**src/rtl/target_cmd_decoder_if.sv**
```systemverilog
// rtl/target_cmd_decoder_if.sv - regfile snoop, button and target/result signals of the target command decoder
interface target_cmd_decoder_if #(
  parameter int NUM_TARGETS = 6
);
  logic                   snoop_we;
  logic [4:0]             snoop_rd;
  logic [31:0]            snoop_data;
  logic                   btn;
  logic [NUM_TARGETS-1:0] targets;
  logic                   hit_pulse;
  logic                   miss_pulse;
  logic                   busy;
  logic                   cmd_err;

  modport master (
    output snoop_we, snoop_rd, snoop_data, btn,
    input  targets, hit_pulse, miss_pulse, busy, cmd_err
  );

  modport slave (
    input  snoop_we, snoop_rd, snoop_data, btn,
    output targets, hit_pulse, miss_pulse, busy, cmd_err
  );
endinterface

```
**src/rtl/target_cmd_decoder.sv**
```systemverilog
// rtl/target_cmd_decoder.sv - decodes CPU writes to the command register into timed target windows; BTN_DEBOUNCE_EN adds button debounce
module target_cmd_decoder #(
  parameter int CMD_REG         = 29,
  parameter int NUM_TARGETS     = 6,
  parameter int TICK_DIV        = 100000,
  parameter int LOCKOUT_MS      = 200,
  parameter int DEBOUNCE_CYCLES = 1000000
) (
  input logic                  clk_i,
  input logic                  reset_ni,
  target_cmd_decoder_if.slave  cmd_if
);
  localparam int PW = (TICK_DIV > 1) ? $clog2(TICK_DIV) : 1;

  typedef enum logic [1:0] {
    S_IDLE,
    S_ARMED,
    S_LOCKOUT
  } state_e;

  state_e                 state_q, state_d;
  logic [PW-1:0]          presc_q, presc_d;
  logic [15:0]            ms_left_q, ms_left_d;
  logic [NUM_TARGETS-1:0] targets_q, targets_d;
  logic                   hit_q, hit_d;
  logic                   miss_q, miss_d;
  logic                   err_q, err_d;
  logic                   sync1_q, sync2_q, prev_q;
  logic                   btn_lvl;
  logic                   press;

  logic                   cmd_wr;
  logic                   cmd_abort;
  logic [2:0]             cmd_idx;
  logic [15:0]            cmd_ms;
  logic                   cmd_ok;
  logic                   tick;
  logic                   unused_cmd_bits;

  assign cmd_wr          = cmd_if.snoop_we && (cmd_if.snoop_rd == 5'(CMD_REG));
  assign cmd_abort       = cmd_if.snoop_data[31];
  assign cmd_idx         = cmd_if.snoop_data[2:0];
  assign cmd_ms          = cmd_if.snoop_data[23:8];
  assign cmd_ok          = ({1'b0, cmd_idx} < 4'(NUM_TARGETS)) && (cmd_ms != 16'd0);
  assign tick            = (presc_q == PW'(TICK_DIV - 1));
  assign unused_cmd_bits = ^{cmd_if.snoop_data[30:24], cmd_if.snoop_data[7:3]};

  // Synchroniser and edge detector idle at 1 so reset never looks like a press.
  always_ff @(posedge clk_i or negedge reset_ni) begin
    if (!reset_ni) begin
      sync1_q <= 1'b1;
      sync2_q <= 1'b1;
      prev_q  <= 1'b1;
    end else begin
      sync1_q <= cmd_if.btn;
      sync2_q <= sync1_q;
      prev_q  <= btn_lvl;
    end
  end

`ifdef BTN_DEBOUNCE_EN
  localparam int DW = $clog2(DEBOUNCE_CYCLES + 1);

  logic          db_lvl_q;
  logic [DW-1:0] db_cnt_q;

  // The accepted level follows the synchronised one only after it has disagreed for DEBOUNCE_CYCLES cycles in a row.
  always_ff @(posedge clk_i or negedge reset_ni) begin
    if (!reset_ni) begin
      db_lvl_q <= 1'b1;
      db_cnt_q <= '0;
    end else if (sync2_q != db_lvl_q) begin
      if (db_cnt_q == DW'(DEBOUNCE_CYCLES - 1)) begin
        db_lvl_q <= sync2_q;
        db_cnt_q <= '0;
      end else begin
        db_cnt_q <= db_cnt_q + 1'b1;
      end
    end else begin
      db_cnt_q <= '0;
    end
  end

  assign btn_lvl = db_lvl_q;
`else
  localparam int unused_debounce_cycles = DEBOUNCE_CYCLES;

  assign btn_lvl = sync2_q;
`endif

  assign press = prev_q & ~btn_lvl;

  always_ff @(posedge clk_i or negedge reset_ni) begin
    if (!reset_ni) begin
      state_q   <= S_IDLE;
      presc_q   <= '0;
      ms_left_q <= '0;
      targets_q <= '0;
      hit_q     <= 1'b0;
      miss_q    <= 1'b0;
      err_q     <= 1'b0;
    end else begin
      state_q   <= state_d;
      presc_q   <= presc_d;
      ms_left_q <= ms_left_d;
      targets_q <= targets_d;
      hit_q     <= hit_d;
      miss_q    <= miss_d;
      err_q     <= err_d;
    end
  end

  // Priority inside a window: abort, then hit, then miss; a rejected command is
  // only flagged when no result pulse goes out, keeping the pulses exclusive.
  always_comb begin
    state_d   = state_q;
    presc_d   = presc_q;
    ms_left_d = ms_left_q;
    targets_d = targets_q;
    hit_d     = 1'b0;
    miss_d    = 1'b0;
    err_d     = 1'b0;

    case (state_q)
      S_IDLE: begin
        if (cmd_wr && !cmd_abort) begin
          if (cmd_ok) begin
            state_d   = S_ARMED;
            presc_d   = '0;
            ms_left_d = cmd_ms;
            targets_d = NUM_TARGETS'(1) << cmd_idx;
          end else begin
            err_d = 1'b1;
          end
        end
      end

      S_ARMED: begin
        if (cmd_wr && cmd_abort) begin
          state_d   = S_IDLE;
          presc_d   = '0;
          ms_left_d = '0;
          targets_d = '0;
        end else begin
          presc_d = tick ? '0 : presc_q + 1'b1;
          if (tick) begin
            ms_left_d = ms_left_q - 16'd1;
          end
          if (press || (tick && ms_left_q == 16'd1)) begin
            hit_d     = press;
            miss_d    = !press;
            state_d   = S_LOCKOUT;
            presc_d   = '0;
            ms_left_d = 16'(LOCKOUT_MS);
            targets_d = '0;
          end else if (cmd_wr) begin
            err_d = 1'b1;
          end
        end
      end

      S_LOCKOUT: begin
        if (cmd_wr && cmd_abort) begin
          state_d   = S_IDLE;
          presc_d   = '0;
          ms_left_d = '0;
        end else begin
          presc_d = tick ? '0 : presc_q + 1'b1;
          if (tick) begin
            ms_left_d = ms_left_q - 16'd1;
            if (ms_left_q == 16'd1) begin
              state_d = S_IDLE;
            end
          end
          err_d = cmd_wr;
        end
      end

      default: begin
        state_d   = S_IDLE;
        targets_d = '0;
      end
    endcase
  end

  assign cmd_if.targets    = targets_q;
  assign cmd_if.hit_pulse  = hit_q;
  assign cmd_if.miss_pulse = miss_q;
  assign cmd_if.cmd_err    = err_q;
  assign cmd_if.busy       = (state_q != S_IDLE);
endmodule

```
**src/flat_wrapper.sv**
```systemverilog
// flat-port wrapper written by rule: the top's interface ports become plain ports
module target_cmd_decoder_flat 
#(
  parameter int CMD_REG         = 29,
  parameter int NUM_TARGETS     = 6,
  parameter int TICK_DIV        = 100000,
  parameter int LOCKOUT_MS      = 200,
  parameter int DEBOUNCE_CYCLES = 1000000
)
  (clk_i, reset_ni, cmd_if_snoop_we, cmd_if_snoop_rd, cmd_if_snoop_data, cmd_if_btn, cmd_if_targets, cmd_if_hit_pulse, cmd_if_miss_pulse, cmd_if_busy, cmd_if_cmd_err);
  target_cmd_decoder_if #(.NUM_TARGETS(NUM_TARGETS)) cmd_if_i ();
  input logic clk_i;
  input logic reset_ni;
  input wire logic [$bits(cmd_if_i.snoop_we)-1:0] cmd_if_snoop_we;
  input wire logic [$bits(cmd_if_i.snoop_rd)-1:0] cmd_if_snoop_rd;
  input wire logic [$bits(cmd_if_i.snoop_data)-1:0] cmd_if_snoop_data;
  input wire logic [$bits(cmd_if_i.btn)-1:0] cmd_if_btn;
  output wire logic [$bits(cmd_if_i.targets)-1:0] cmd_if_targets;
  output wire logic [$bits(cmd_if_i.hit_pulse)-1:0] cmd_if_hit_pulse;
  output wire logic [$bits(cmd_if_i.miss_pulse)-1:0] cmd_if_miss_pulse;
  output wire logic [$bits(cmd_if_i.busy)-1:0] cmd_if_busy;
  output wire logic [$bits(cmd_if_i.cmd_err)-1:0] cmd_if_cmd_err;
  assign cmd_if_i.snoop_we = cmd_if_snoop_we;
  assign cmd_if_i.snoop_rd = cmd_if_snoop_rd;
  assign cmd_if_i.snoop_data = cmd_if_snoop_data;
  assign cmd_if_i.btn = cmd_if_btn;
  assign cmd_if_targets = cmd_if_i.targets;
  assign cmd_if_hit_pulse = cmd_if_i.hit_pulse;
  assign cmd_if_miss_pulse = cmd_if_i.miss_pulse;
  assign cmd_if_busy = cmd_if_i.busy;
  assign cmd_if_cmd_err = cmd_if_i.cmd_err;
  target_cmd_decoder #(.CMD_REG(CMD_REG), .NUM_TARGETS(NUM_TARGETS), .TICK_DIV(TICK_DIV), .LOCKOUT_MS(LOCKOUT_MS), .DEBOUNCE_CYCLES(DEBOUNCE_CYCLES)) u_core (.clk_i(clk_i), .reset_ni(reset_ni), .cmd_if(cmd_if_i));
endmodule
```
**config.mk**
```make
export PLATFORM = sky130hd
export DESIGN_NAME = target_cmd_decoder_flat
export DESIGN_NICKNAME = d
export VERILOG_FILES = /design/src/rtl/target_cmd_decoder_if.sv /design/src/rtl/target_cmd_decoder.sv /design/src/flat_wrapper.sv
export SDC_FILE = /design/constraint.sdc
export NUM_CORES = 1
export LEC_CHECK = 0
export ABC_AREA = 0
export CAP_MARGIN = 20
export CORE_ASPECT_RATIO = 0.8
export CORE_UTILIZATION = 30
export DETAILED_ROUTE_END_ITERATION = 7
export DONT_BUFFER_PORTS = 1
export GPL_TIMING_DRIVEN = 0
export PLACE_DENSITY = 0.42
export RECOVER_POWER = 100
export SLEW_MARGIN = 25
export SYNTH_ARGS = -nofsm -noshare
export SYNTH_HDL_FRONTEND = slang
export SYNTH_SLANG_ARGS = --single-unit
```
**constraint.sdc**
```tcl
create_clock -name clk_i -period 6.8 [get_ports clk_i]
set_input_delay 0 -clock clk_i [delete_from_list [all_inputs] [get_ports clk_i]]
set_output_delay 0 -clock clk_i [all_outputs]
set_load 0.005 [all_outputs]
```
=== Yosys cells after proc, flatten, opt, wreduce, memory -nomap -nowiden ===
Index checks and enable logic that the tools add are counted.

* Equal/unequal tests: 10
* Bitwise operators: 3
* Multiply operators: 0
* $lt $le $gt $ge: 1
* Add/subtract/negate cells: 2
* Mux-type cells: 40
* Divide/modulo/power cells: 0
* Shift-type cells: 1
* Reductions and logical operators: 15

{| class="wikitable"
|+ Operators by type and width
! operator !! number
|-
| two-way mux 17 bit || 6
|-
| two-way mux 16 bit || 6
|-
| one-hot mux 17 bit (3 select lines) || 1
|-
| one-hot mux 16 bit (3 select lines) || 1
|-
| two-way mux 6 bit || 4
|-
| one-hot mux 6 bit (3 select lines) || 1
|-
| adder 17 x 1 -> 17 bit, second input constant || 1
|-
| == test 17 bit, second input constant || 1
|-
| == test 16 x 1 -> 1 bit, second input constant || 1
|-
| nonzero test 16 bit || 1
|-
| subtractor 16 x 1 -> 16 bit, second input constant || 1
|-
| two-way mux 2 bit || 7
|-
| two-way mux 1 bit || 12
|-
| inequality test 3 x 1 -> 1 bit, second input constant || 3
|-
| one-hot mux 2 bit (3 select lines) || 1
|-
| << shifter 1 x 3 -> 6 bit, first input constant || 1
|-
| == test 5 bit, second input constant || 1
|-
| logical AND 1 bit || 5
|-
| AND reduction 5 bit || 1
|-
| inequality test 2 x 1 -> 1 bit, second input constant || 2
|-
| AND reduction 4 bit || 1
|-
| < comparator 3 bit, second input constant || 1
|-
| one-hot mux 1 bit (3 select lines) || 1
|-
| AND reduction 3 bit || 1
|-
| 9 further kinds || 11
|}

* Bits of input ports: 41
* Bits in latches: 0
* Memory bits (writable): 0
* Output and inout port bits: 10
* Register bits after elaboration: 47
* Bits in read-only memories: 0
* Memories kept: 0
* Word-level logic and storage cells: 82

=== Longest topological paths before layout ===
* Word-level depth: 6
* Mapped depth: 10
* Gate-level depth less buffers: 8

=== Least setup slack after synthesis ===
No wires, ideal clock.

* Kind: register to register
* From: reg u_core.state_q[0]
* To: reg u_core.ms_left_q[0]
* Arrival time: 2.274 ns
* Buffers on the path: 2
* Slack: 4.397 ns
* Stages on the path, launching flop included: 11
* Setup time: 0.129 ns
* Path through: dfrtp_1 inv_1 ha_1 inv_1 or3_1 o211ai_1 clkbuf_1 clkbuf_1 nor2_1 a22oi_1 o31ai_1

* Word-level cells in the longest chain between the ends: 3

{| class="wikitable"
|+ RTL lines
! what !! line !! text
|-
| from (decl) || target_cmd_decoder.sv:21 || <nowiki>state_e state_q, state_d;</nowiki>
|-
| from (signal assigned) || target_cmd_decoder.sv:103 || <nowiki>state_q <= state_d;</nowiki>
|-
| == test 2 x 1 -> 1 bit, or another cell as far along || target_cmd_decoder.sv:124 || <nowiki>case (state_q)</nowiki>
|-
| nonzero test 3 bit (no source line) or inequality test 2 x 1 -> 1 bit (tied branches) || n/a ||
|-
| AND reduction 3 bit (no source line) || n/a ||
|-
| to (signal assigned) || target_cmd_decoder.sv:105 || <nowiki>ms_left_q <= ms_left_d;</nowiki>
|-
| to (decl) || target_cmd_decoder.sv:23 || <nowiki>logic [15:0] ms_left_q, ms_left_d;</nowiki>
|}

Several ways; a longest one is shown, not always the timed one.
A chain may end at the register's enable or synchronous reset.

=== Worst setup path in the final report ===
* From: reg u_core.state_q[0]
* To: reg u_core.presc_q[2]

* Word-level cells in the longest chain between the ends: 3

{| class="wikitable"
|+ RTL lines
! what !! line !! text
|-
| == test 2 x 1 -> 1 bit, or another cell as far along || target_cmd_decoder.sv:124 ||
|-
| nonzero test 3 bit (no source line) or inequality test 2 x 1 -> 1 bit (tied branches) || n/a ||
|-
| AND reduction 3 bit (no source line) || n/a ||
|-
| to (signal assigned) || target_cmd_decoder.sv:104 || <nowiki>presc_q <= presc_d;</nowiki>
|-
| to (decl) || target_cmd_decoder.sv:22 || <nowiki>logic [PW-1:0] presc_q, presc_d;</nowiki>
|}

Several ways; a longest one is shown, not always the timed one.

==> impl_summary.md <==
Synthesis
The post-synth design cell area is 2915 sq um. Synthesis inferred 47 register bits. The post-synthesis async set-or-reset flop share is 1.000. By area the synthesized netlist is led by dfrtp_1 (38%), nand3_1 (4.8%), nor2_1 (3.3%).

In this run, synthesis inferred 0 flip-flops with an integrated enable. The share of the Yosys chip area taken by registers is 0.4047. Sorting the synthesized cells by how often they occur yields dfrtp_1 (44), nand3_1 (28), nor2_1 (26).

In the post-synthesis netlist, the cell with the most instances is dfrtp_1. The number of distinct standard cells referenced by the synthesized netlist is 59. The share of synthesized area in the top cell type comes to 0.3777.

The count of mapped cells out of synthesis is between 300 and 400. The Yosys step of the flow raised 0 warnings. The cell type contributing the most total cell area after synthesis is dfrtp_1. When the netlist entered floorplanning its net count stood at between 300 and 400. The predominant post-synthesis flop cell is dfrtp_1. The mean cell area of the mapped netlist is 8.998 sq um.

Power
The analysis attributes to cell leakage a power of around 1.3 nW. The design draws 0.001274 W. For this design the ratio of total power to cell area is 385.5 nW/um^2. The peak ir drop on the vdd network is around 0.12 mV.

Global route
The number of global-route vias before repair came to 2563. After global routing the overflow that remains totals 0. The pin count of the biggest net entering global routing is 48. The initial antenna violation count came to 0. The wire length of the first global-routing pass is about 14000 um.

Across every metal layer, demand over resource in global routing totals 0.1807.

Clock network
In this run the deepest clock path goes through 2 buffers. The count of H-tree levels built during CTS is 2. The clock sink count is 47.

Clock latency on the worst-skew pair, taken at its later pin, is between 200 and 300 ps. The TritonCTS clock tree is done. Clock tree synthesis selected as its root buffer the cell clkbuf_16. The post-CTS resize count is 0.

Counting the buffers created by CTS gives 5. The clock input transition at the sequential cells of the worst setup and hold paths is approximately 70 ps.

Setup path
In this design, the stage delay of the slowest critical-path cell is about 1100 ps. The cell occurring most often along the worst timing path is inv_1. The critical path starts at u_core.state_q[0]. Counting both buffers and inverters, the worst setup path holds a total of 3. The critical path arrival is 3950 ps.

The worst setup path is of the flop to flop kind. In this run the critical register-to-register path is captured at u_core.presc_q[2]. The cell family contributing the most delay on the critical path is compound AO/OA/AOI/OAI gates. The largest fanout of any net on the critical path is 10. The register-to-register path setup slack is 3080 ps. The startpoint identified for the worst register-to-register timing path is u_core.state_q[0].

Counting cells, the worst reg-to-reg path comes to 8. The worst setup path is launched from a flop. The type of destination of the critical path is a flop.

Data on the critical path is required at its endpoint by 7030 ps. For this design, the slowest cell found on the critical path is a211oi_1. Walking the worst path, the cells encountered are inv_1, ha_1, clkbuf_1, inv_1, a211oi_1, nand2b_1, or3b_2, nand3_1.

Status
The checks that failed: DRC, capacitance limit, slew limit. The run finished, with violations left.

Timing
The total negative slack for setup checks is 0 ps. The worst pin sits at a relative slew slack of -0.7950. For the finished layout, the period the worst path requires is roughly 3700 ps. The max-slew violation count is 48. The number of hold-slack violations in the final timing report is 0. For the pin with the worst max-slew slack, the measured transition is 2692 ps. The peak clock frequency supported by timing is 269.0 MHz. Setup violations remaining at the end of the flow were counted as 0. Setup repair after global routing left no endpoint under its margin.

The share of the clock period used by the worst path is 0.5467. The setup clock skew after layout is about 7.8 ps.

Final layout
The number of cells in the finished layout apart from fillers is 460. The area used by multi-input combinational logic is 1629 sq um. The count of inserted antenna diode cells is 0. The design area is 3304 sq um. The final net count is 392.

The fraction of layout instances using a drive strength above 1 is 0.05507. Fill cells in the final layout number 993. From synthesis to final layout, the design area changed by 13.35%. The sequential cell area in the final layout is between 1000 and 1500 sq um.

Floorplan
The region available for standard cell placement spans around 9200 sq um. The die footprint is 10120 sq um. The initialized floorplan defines 31 standard-cell rows. The number of top-level pins is 51. The starting utilization of the core area is 0.3158. The floorplan step set the die width to 112.2 um.

The height of the die is between 90 and 100 um.

Min path
The worst hold path class is primary input to flop. The worst hold path was traced through 3 stages. The worst hold path terminates at u_core.cmd_if.targets[5]. The start point of the worst hold path is cmd_if_snoop_data[2].

Detailed routing
Dividing the detail-routed wire length by the instance count gives 18.54 um. After the first detailed-routing iteration, the DRC count stood at 147. The first detailed-routing pass ran for 7 iterations.

The detailed-route via count is 2631. The total wire length is 8530 um. The final routed DRC violation total is 3. The detail route stage leaves a number of antenna-violating nets equal to 0. Dividing the detail-routed via count by the number of cells gives 5.720.

Placement
The congestion estimate from routability-driven global placement came to about 0.77. Once placement completed, the tool counted placed cells totaling between 400 and 500. In this run the cell area measured after placement is 3059 sq um. Port buffering added 0 buffers. The detailed placer's ending HPWL is 6184 um.

Run
The tool flagged a number of max-cap violations equal to 1.
[what timing repair did]
item	4_1_cts	5_1_grt
setup endpoints to repair	0	0
setup buffers	0	0
hold endpoints to repair	58	0
hold buffers	13	0
[registers in the layout, indices dropped and copies added, names as in the netlist]
signal                    cells
u_core.btn_lvl                1
u_core.cmd_if.cmd_err         1
u_core.cmd_if.hit_pulse       1
u_core.cmd_if.miss_pulse      1
u_core.cmd_if.targets         6
u_core.ms_left_q             16
u_core.presc_q               17
u_core.prev_q                 1
u_core.state_q                2
u_core.sync1_q                1
[worst max path at each step]
| stage | slack [ps] | end | cells past startpoint |
|---|---|---|---|
| 6_report | 3080 | u_core.presc_q[2] | 8 |
| 5_1_grt | 2790 | u_core.presc_q[2] | 8 |
| 4_1_cts | 3450 | u_core.ms_left_q[1] | 10 |
| 3_5_place_dp | 3500 | u_core.ms_left_q[1] | 10 |
| 3_3_place_gp | 3540 | u_core.ms_left_q[1] | 10 |
| 2_1_floorplan | 4400 | u_core.ms_left_q[0] | 10 |
[cell usage in the layout, fill, tap and decap left out, drive strengths merged, types with 3 or more instances in the layout]
cell type and count:
dfrtp 44, nand3 28, nor2 26, o21ai 22, nand2 21, a21oi 17, clkbuf 17, or3 15
dlygate4sd3 12, nor3b 11, inv 11, nor4 11, nand4 10, nor3 9, or4 8, ha 7
mux2 6, o211ai 6, o31ai 6, o21a 5, nand2b 4, or4bb 4, and3 4, a31oi 4
o311ai 4, a221oi 3, dfstp 3
[logic make-up (layout without fill, tap and decap cells)]
logic type | Yosys count | in the layout | share of synthesized area
AOI/OAI and AO/OA | 80 | 80 | 0.1863
xor gates and xnor gates | 3 | 3 | 0.009015
adders and majority gates | 7 | 7 | 0.03004
buffers and inverters | 21 | 42 | 0.02747
DFF | 47 | 47 | 0.4047
muxes | 6 | 6 | 0.02317
and+or+nand+nor | 160 | 160 | 0.3193
[layout make-up]
cell class / instances / share of cell area
Inverter: 11 / 0.01250
Clock inverter: 1 / 0.001515
Sequential cell: 47 / 0.3571
Timing Repair Buffer: 13 / 0.03749
Tap cell: 115 / 0.04354
Clock buffer: 7 / 0.04317
Buffer: 10 / 0.01174
Multi-Input combinational cell: 256 / 0.4930
[per-layer routing]
layer,track usage,part of all wire,up-vias
li1,-,-,1286
met1,0.2653,0.52,1272
met2,0.2578,0.42,64
met3,0.04316,0.054,9
met4,0.05889,0.014,0
met5,0,0,-
[metrics by stage]
| stage | hold slack (ps) | utilization | worst slack, ps |
|---|---|---|---|
| 4_1_cts | 1.040 | 0.3634 | 3454 |
| 3_3_place_gp | -294.6 | 0.3314 | 3538 |
| 5_1_grt | 10.94 | 0.3580 | 2790 |
| 6_report | 6.501 | 0.3580 | 3082 |
| 2_1_floorplan | -295.6 | - | 4397 |
| 3_5_place_dp | -294.3 | 0.3314 | 3496 |
[tightest hold or removal path, cell delays in order]
cell     delay (ps)
nand2_1          50
nor2_1           90
mux2_1          130
[report_power, final]
group	switching (W)	total [W]	internal, W
sequential	0.0000707	0.000421	0.000350
clock	0.000112	0.000258	0.000146
combinational	0.000401	0.000595	0.000195
(Power assumes the default switching activity.)
